--- config.mk ---
export PLATFORM = sky130hd
export DESIGN_NAME = data_bus_responder
export DESIGN_NICKNAME = d
export VERILOG_FILES = /design/src/rtl/data_bus_responder.sv
export SDC_FILE = /design/constraint.sdc
export NUM_CORES = 2
export LEC_CHECK = 0
export ABC_AREA = 1
export CAP_MARGIN = 5
export CELL_PAD_IN_SITES_DETAIL_PLACEMENT = 0
export CELL_PAD_IN_SITES_GLOBAL_PLACEMENT = 1
export CORE_AREA = 2 2 381 534
export CTS_BUF_LIST = sky130_fd_sc_hd__clkbuf_4 sky130_fd_sc_hd__clkbuf_8
export DETAILED_ROUTE_END_ITERATION = 8
export DIE_AREA = 0 0 383 536
export PLACE_DENSITY = 0.81
export RECOVER_POWER = 100
export SKIP_CTS_REPAIR_TIMING = 1
export SLEW_MARGIN = 20
export SYNTH_ARGS = -nofsm -noshare
export SYNTH_HDL_FRONTEND = slang
export SYNTH_SLANG_ARGS = --single-unit
--- constraint.sdc ---
create_clock -name clk -period 5.15 [get_ports clk]
set_input_delay 0.7725 -clock clk [delete_from_list [all_inputs] [get_ports clk]]
set_output_delay 0.7725 -clock clk [all_outputs]
set_load 0.01 [all_outputs]
--- src/rtl/data_bus_responder.sv ---
`default_nettype none
// +--------------------------------------------------------------------------+
// | data_bus_responder: valid/ready bus target with RAM, LED, CYCLES and     |
// | SCRATCH registers, and a fixed number of wait states per transaction.    |
// | Revision: 1.0                                                            |
// +--------------------------------------------------------------------------+
module data_bus_responder #(
  parameter int WAIT_STATES = 2,
  parameter int DEPTH_WORDS = 64
) (
  input  logic        clk,
  input  logic        reset,
  input  logic        req_valid,
  output logic        req_ready,
  input  logic        MemWrite,
  input  logic [31:0] DataAddr,
  input  logic [31:0] WriteData,
  output logic        resp_valid,
  output logic [31:0] ReadData,
  output logic        err,
  output logic [7:0]  led
);

  localparam int          AW           = (DEPTH_WORDS > 1) ? $clog2(DEPTH_WORDS) : 1;
  localparam logic [31:0] RAM_LIMIT    = 32'(4 * DEPTH_WORDS);
  localparam logic [3:0]  WAIT_LAST    = 4'((WAIT_STATES > 0) ? WAIT_STATES - 1 : 0);
  localparam logic [31:0] ADDR_LED     = 32'h0000_0100;
  localparam logic [31:0] ADDR_CYCLES  = 32'h0000_0104;
  localparam logic [31:0] ADDR_SCRATCH = 32'h0000_0108;

  typedef enum logic [1:0] {
    IDLE = 2'd0,
    WAIT = 2'd1,
    RESP = 2'd2
  } state_t;

  state_t      state;
  state_t      state_next;
  logic [3:0]  wait_cnt;
  logic        lat_write;
  logic [31:0] lat_addr;
  logic [31:0] lat_wdata;
  logic [31:0] cycles;
  logic [31:0] scratch;
  logic [31:0] mem [DEPTH_WORDS];

  logic        accept;
  logic        enter_resp;
  logic        cur_write;
  logic [31:0] cur_addr;
  logic [31:0] cur_wdata;
  logic        hit_led;
  logic        hit_cyc;
  logic        hit_scr;
  logic        hit_mmio;
  logic        hit_ram;
  logic        bad;
  logic [AW-1:0] ram_idx;
  logic [31:0] rd_val;

  // Ready is gated by the raw reset so it is low for the whole reset interval.
  assign req_ready  = (state == IDLE) && reset;
  assign accept     = req_valid && req_ready;
  assign resp_valid = (state == RESP);

  always_comb begin
    state_next = state;
    case (state)
      IDLE:    if (accept) state_next = (WAIT_STATES > 0) ? WAIT : RESP;
      WAIT:    if (wait_cnt == WAIT_LAST) state_next = RESP;
      RESP:    state_next = IDLE;
      default: state_next = IDLE;
    endcase
  end

  assign enter_resp = (state_next == RESP);

  // With zero wait states the transaction reaches RESP straight from IDLE,
  // before the latches are loaded, so the live inputs are used there.
  assign cur_write = (state == IDLE) ? MemWrite  : lat_write;
  assign cur_addr  = (state == IDLE) ? DataAddr  : lat_addr;
  assign cur_wdata = (state == IDLE) ? WriteData : lat_wdata;

  assign hit_led  = (cur_addr == ADDR_LED);
  assign hit_cyc  = (cur_addr == ADDR_CYCLES);
  assign hit_scr  = (cur_addr == ADDR_SCRATCH);
  assign hit_mmio = hit_led || hit_cyc || hit_scr;
  assign hit_ram  = !hit_mmio && (cur_addr < RAM_LIMIT);
  assign bad      = (cur_addr[1:0] != 2'b00) || !(hit_mmio || hit_ram) || (cur_write && hit_cyc);
  assign ram_idx  = cur_addr[AW+1:2];

  always_comb begin
    rd_val = 32'h0;
    if (!bad && !cur_write) begin
      if (hit_led)       rd_val = {24'h0, led};
      else if (hit_cyc)  rd_val = cycles;
      else if (hit_scr)  rd_val = scratch;
      else               rd_val = mem[ram_idx];
    end
  end

  always_ff @(posedge clk or negedge reset) begin
    if (!reset) begin
      state     <= IDLE;
      wait_cnt  <= 4'd0;
      lat_write <= 1'b0;
      lat_addr  <= 32'h0;
      lat_wdata <= 32'h0;
      cycles    <= 32'h0;
      scratch   <= 32'h0;
      led       <= 8'h00;
      ReadData  <= 32'h0;
      err       <= 1'b0;
    end else begin
      state  <= state_next;
      cycles <= cycles + 32'd1;
      if (accept) begin
        lat_write <= MemWrite;
        lat_addr  <= DataAddr;
        lat_wdata <= WriteData;
      end
      if (state == WAIT) wait_cnt <= wait_cnt + 4'd1;
      else               wait_cnt <= 4'd0;
      if (enter_resp) begin
        ReadData <= rd_val;
        err      <= bad;
        if (cur_write && !bad) begin
          if (hit_led) led     <= cur_wdata[7:0];
          if (hit_scr) scratch <= cur_wdata;
        end
      end else begin
        ReadData <= 32'h0;
        err      <= 1'b0;
      end
    end
  end

  // RAM is intentionally not reset; reset forces IDLE, so no write can commit.
  always_ff @(posedge clk) begin
    if (enter_resp && cur_write && !bad && hit_ram) mem[ram_idx] <= cur_wdata;
  end

endmodule
`default_nettype wire

## Yosys cells after proc, flatten, opt, wreduce, memory -nomap -nowiden

Memory sizes are Yosys's and may differ from the RTL's.
Index checks and enable logic that the tools add are counted.
Widths: inputs -> output; s select.

| cells by class | value |
|---|---|
| eq/ne operators | 7 |
| magnitude comparators | 1 |
| add/subtract/negate cells | 2 |
| multiplexer cells | 15 |
| reduce and logical (&&, ||, !) cells | 22 |

Operators by type and width:

| cell | count |
|---|---|
| $mux 32 | 7 |
| $eq 32x9->1 const B | 3 |
| $add 32x1->32 const B | 1 |
| $lt 32x9->1 const B | 1 |
| $logic_and 1x1->1 | 9 |
| $reduce_and 3->1 | 2 |
| $logic_or 1x1->1 | 5 |
| $add 4x1->4 const B | 1 |
| $eq 2x2->1 const B | 2 |
| $eq 4x1->1 const B | 1 |
| $logic_not 1->1 | 4 |
| $mux 1 | 4 |
| $mux 2 | 2 |
| $mux 4 | 1 |
| $pmux 2 s2 | 1 |
| $eq 2x1->1 const B | 1 |
| $logic_not 2->1 | 1 |
| $reduce_bool 2->1 | 1 |

| word-level totals | value |
|---|---|
| memory bits (writable) | 2048 |
| logic and storage cells | 58 |
| memories kept | 1 |
| output and inout port bits | 43 |
| bits of input ports | 68 |
| register bits | 176 |

Memories:

| name | depth | width | read ports | clocked after memory_dff | write ports | RTL line | text |
|---|---|---|---|---|---|---|---|
| mem | 64 | 32 | 1 | 0 | 1 | 45 | `logic [31:0] mem [DEPTH_WORDS];` |

## Longest topological paths before layout

| logic depth | value |
|---|---|
| word-level depth | 16 |
| gate-level depth with buffers | 20 |
| depth with buffers taken out | 17 |

## Worst setup path before layout

Ideal clock, no wire load.

| timing | value |
|---|---|
| kind | input to register |
| start point | input DataAddr[6] |
| end point | memory mem[0][0] (enable) |
| path buffers | 1 |
| data required time | 4729 ps |
| stages | 12 |
| path slack | 1148 ps |
| arrival time | 3581 ps |
| setup time | 421 ps |
| path through | inv_1 > o21ai_2 > nor2_4 > nand2_2 > buf_6 > nor2_2 > nand4_1 > nand2_2 > nand4_4 > nor2_8 > nand4_4 > nor2_1 |

| between the ends | value |
|---|---|
| cells in the longest elaborated chain, start to end | 15 |
| elaborated cells on any way between the ends | 19 |
| classes of those cells | order compare (1); eq/ne (3); mux (3); reduce/logical (12) |

RTL lines:

| what | RTL line | text |
|---|---|---|
| from (decl) | 16 | `input logic [31:0] DataAddr,` |
| $mux 32 (*) | 81 | `assign cur_addr = (state == IDLE) ? DataAddr : lat_addr;` |
| parallel branches: the longest is 14 deep, another holds $lt 32x9->1 | - |  |
| to (decl) | 45 |  |

Every way passes the cells marked *.

## Worst setup path after layout

| timing | value |
|---|---|
| start point | register state[1] |
| end point | register ReadData[19] |

| between the ends | value |
|---|---|
| cells in the longest elaborated chain, start to end | 15 |
| elaborated cells on any way between the ends | 33 |
| classes of those cells | order compare (1); eq/ne (5); mux (10); reduce/logical (16); memory (1) |

RTL lines:

| what | RTL line | text |
|---|---|---|
| from (decl) | 37 | `state_t state;` |
| from (signal assigned) | 115 | `state <= state_next;` |
| parallel branches: the longest is 14 deep, another holds $lt 32x9->1 | - |  |
| $mux 32 (*) | 124 | `if (enter_resp) begin` |
| to (signal assigned) | 125 | `ReadData <= rd_val;` |
| to (decl) | 19 | `output logic [31:0] ReadData,` |

Marked as above.
A chain may end at the register's enable or synchronous reset.

==> out/results.tsv <==
metric	value	unit
Routed Antenna Nets	0	
Via Count	60156	
Routability Congestion	0.889	
Crit Path Max Fanout	33	
Net Sw Frac	0.425	
Clk pin slew, worst setup/hold paths	70	ps
multiplexer area fraction after synthesis	0.000251	
Post-DP Area	95700	um2
largest net degree at the start of global routing	130	
Syn. warnings	0	
WL/cell	26.5	um
internal power	36.2	mW
clock latency on the worst-skew pair	980	ps
period utilization	0.904	
Power, Total	63.0	mW
Clock Sinks	2224	
die width	383	um
Max Cap Viol	33	
FFs w/ async S/R, synth	0.0791	
Final Critical Period	4660	ps
top-area cell type share of the netlist area	0.685	
Port Buffers	110	
Synth Area in Simple Gates	0.173	
Die Height	536	um
Post-synth EDFFs	2048	
Slew HR	-0.837	
DR pass1 iterations	6	
DRC Markers	0	
pin slew with the least headroom to its limit	2760	ps
# setup viols final	0	
fin nets	7627	
sequential power share	0.370	
Worst Setup End Kind	register	
Die ar.	205000	um2
area delta synth->final	12.7	%
HPWL after DPL	161000	um
required time of the critical path	6040	ps
Sw Pwr	26.8	mW
Final Instance Count excl. Fillers	10468	
setup TNS	0	ps
violated checks	max-capacitance violations, max-slew violations	
top post-synthesis cells by area	edfxtp_1 68%, nand2_1 7.0%, dfrtp_1 4.9%, nand3_1 4.9%, o2111ai_1 2.5%	
placed insts	9889	
Std-Cell Rows	195	
Fin. Hold Viols	0	
number of buffers created by CTS	323	
most frequent cells in the layout	2048 x edfxtp_1, 1681 x nand2_1, 880 x nand3_1	
total gr overflow	0	
vias per cell	5.75	
Adder-Cell Fraction of Synth Area	0.000418	
Clock Path Buffers	4	
Combinational Power Share	0.410	
Hold Crit Class	input port to asynchronous set/reset pin	
post-synthesis cell area	89800	um2
CTS tree	done	
post-synthesis compound-gate area fraction	0.0522	
Crit Path Class	register to register	
fin. max-slew vios	1416	
largest family of logic cells by synthesized area	simple AND/OR/NAND/NOR gates	
Synth area leader	edfxtp_1	
LEAKAGE	36.3	nW
outcome	finished with violations	
cells after synthesis	7298	
Seq/Total Area, Yosys	0.734	
Layout Skew	68.9	ps
post-synthesis area per instance	12.3	um2
core footprint	201000	um2
RSZ-0062 raised after global routing	false	
Pwr Density	622	nW/um2
Filler Cell Count	17018	
post-synthesis xor/xnor area fraction	0.00273	
#FFs+latches synth	2224	
initial cell density of the core	0.447	
Root Driver	clkbuf_8	
layout cells sized above 1	0.138	
Final Cell Area	101000	um2
number of I/O pins	111	
Clk pwr share	0.220	
CP arrival	5550	ps
initial antenna violation count	14	
Startpoint Class	register	
first-pass GRT wire length	401000	um
GRT Util Overall	0.267	
most common cell after layout, fill and taps aside	edfxtp_1	
synthesized net count	7369	
IR drop worst, VDD	621	uV
Max H-tree Level	5	
Synth cell types	46	
Initial DRC Count	7164	
final WL	278000	um
top_reg_cell synth	edfxtp_1	
Achievable Freq	215	MHz
vias in the first global route	59490	
-- synth_stat cells, types with 4 or more instances --
| master | instances |
|---|---|
| o211ai_1 | 9 |
| nand2_1 | 1683 |
| nand4_4 | 9 |
| nand2_2 | 9 |
| inv_2 | 6 |
| nand3_1 | 880 |
| inv_1 | 403 |
| nand4_1 | 39 |
| o21ai_0 | 231 |
| o22ai_1 | 69 |
| nand3b_1 | 19 |
| o21ai_2 | 13 |
| a21oi_1 | 23 |
| o22a_1 | 6 |
| or2_2 | 281 |
| xor2_1 | 27 |
| buf_6 | 4 |
| dfrtp_1 | 176 |
| o21a_1 | 32 |
| o2111ai_1 | 258 |
| nor3_1 | 31 |
| buf_1 | 37 |
| buf_4 | 12 |
| o21ai_1 | 39 |
| clkbuf_1 | 224 |
| nor2_1 | 546 |
| o21bai_1 | 4 |
| buf_2 | 147 |
| edfxtp_1 | 2048 |
-- critical path: stages, from the launching register on --
cell and delay [ps]:
dfrtp_1 430, nor2_4 540, o21ai_4 230, nand2_4 230, buf_12 250, clkbuf_1 1180
or2_2 270, o2111ai_1 120, nand3_1 150, nand2_1 90, nand2_1 210, nand2_1 80
nor2_1 460, nor2_1 190, nor2_1 130
-- final cells by class --
class	instances	area (um2)	area share
multi-input cells	4239	20800	0.205
well taps	2659	3330	0.0329
clock inverters	131	790	0.00780
flip-flops and latches	2224	65900	0.651
diodes	7	17.5	0.000173
repair buffers	357	3500	0.0345
inverters	411	1550	0.0153
clock buffers	440	5420	0.0535
-- per-layer routing --
layer,vias to the layer above,GRT usage,part of all wire
li1,26334,-,-
met1,29700,0.326,0.36
met2,3370,0.440,0.48
met3,750,0.0390,0.086
met4,2,0.182,0.075
met5,-,0,0.00019
-- flip-flops by register name, indices dropped and copies added (netlist names), 2 cells and up --
| name | flops |
|---|---|
| cycles | 32 |
| lat_wdata | 32 |
| lat_addr | 32 |
| led | 8 |
| scratch | 32 |
| wait_cnt | 4 |
| ReadData | 32 |
| state | 2 |
| mem | 2048 |
-- power by group through the flow --
stage	registers, mW	logic [mW]	clock network, mW
floorplan	23.5	13.9	0
global placement	23.4	25.2	0
detailed placement	23.5	25.5	0
CTS	23.1	25.6	14.0
global route	23.3	27.1	14.7
finish	23.3	25.8	13.9
-- per-stage QoR --
step / hold slack (ps) / worst slack (ps) / util
detailed placement: 456 / 585 / 0.477
floorplan: 438 / 1150 / -
finish: 379 / 494 / 0.504
global placement: 454 / 591 / 0.477
CTS: -218 / 958 / 0.508
global route: 403 / 388 / 0.504
-- logic make-up after synthesis --
kind of cell             Yosys count
adder cells (fa/ha/maj)            3
AND/OR/NAND/NOR                 3519
AO/OA/AOI/OAI                    687
flip-flops                      2224
multiplexers                       2
XOR/XNOR                          28
buffers and inverters            835
-- worst paths after layout --
kind | start | end | slack, ps | cells after the start
setup / recovery | state[1]$_DFF_PN0_ | ReadData[19]$_DFF_PN0_ | 490 | 14
hold / removal | reset | ReadData[25]$_DFF_PN0_ | 380 | 2
setup reg to reg | state[1]$_DFF_PN0_ | ReadData[19]$_DFF_PN0_ | 490 | 14
hold reg to reg | cycles[0]$_DFF_PN0_ | cycles[0]$_DFF_PN0_ | 460 | 1
max in group asynchronous | reset | ReadData[10]$_DFF_PN0_ | 1460 | 4
min in group clk | WriteData[23] | lat_wdata[23]$_DFFE_PN0P_ | 420 | 3
Note: power is estimated with default switching activity, not from simulation.
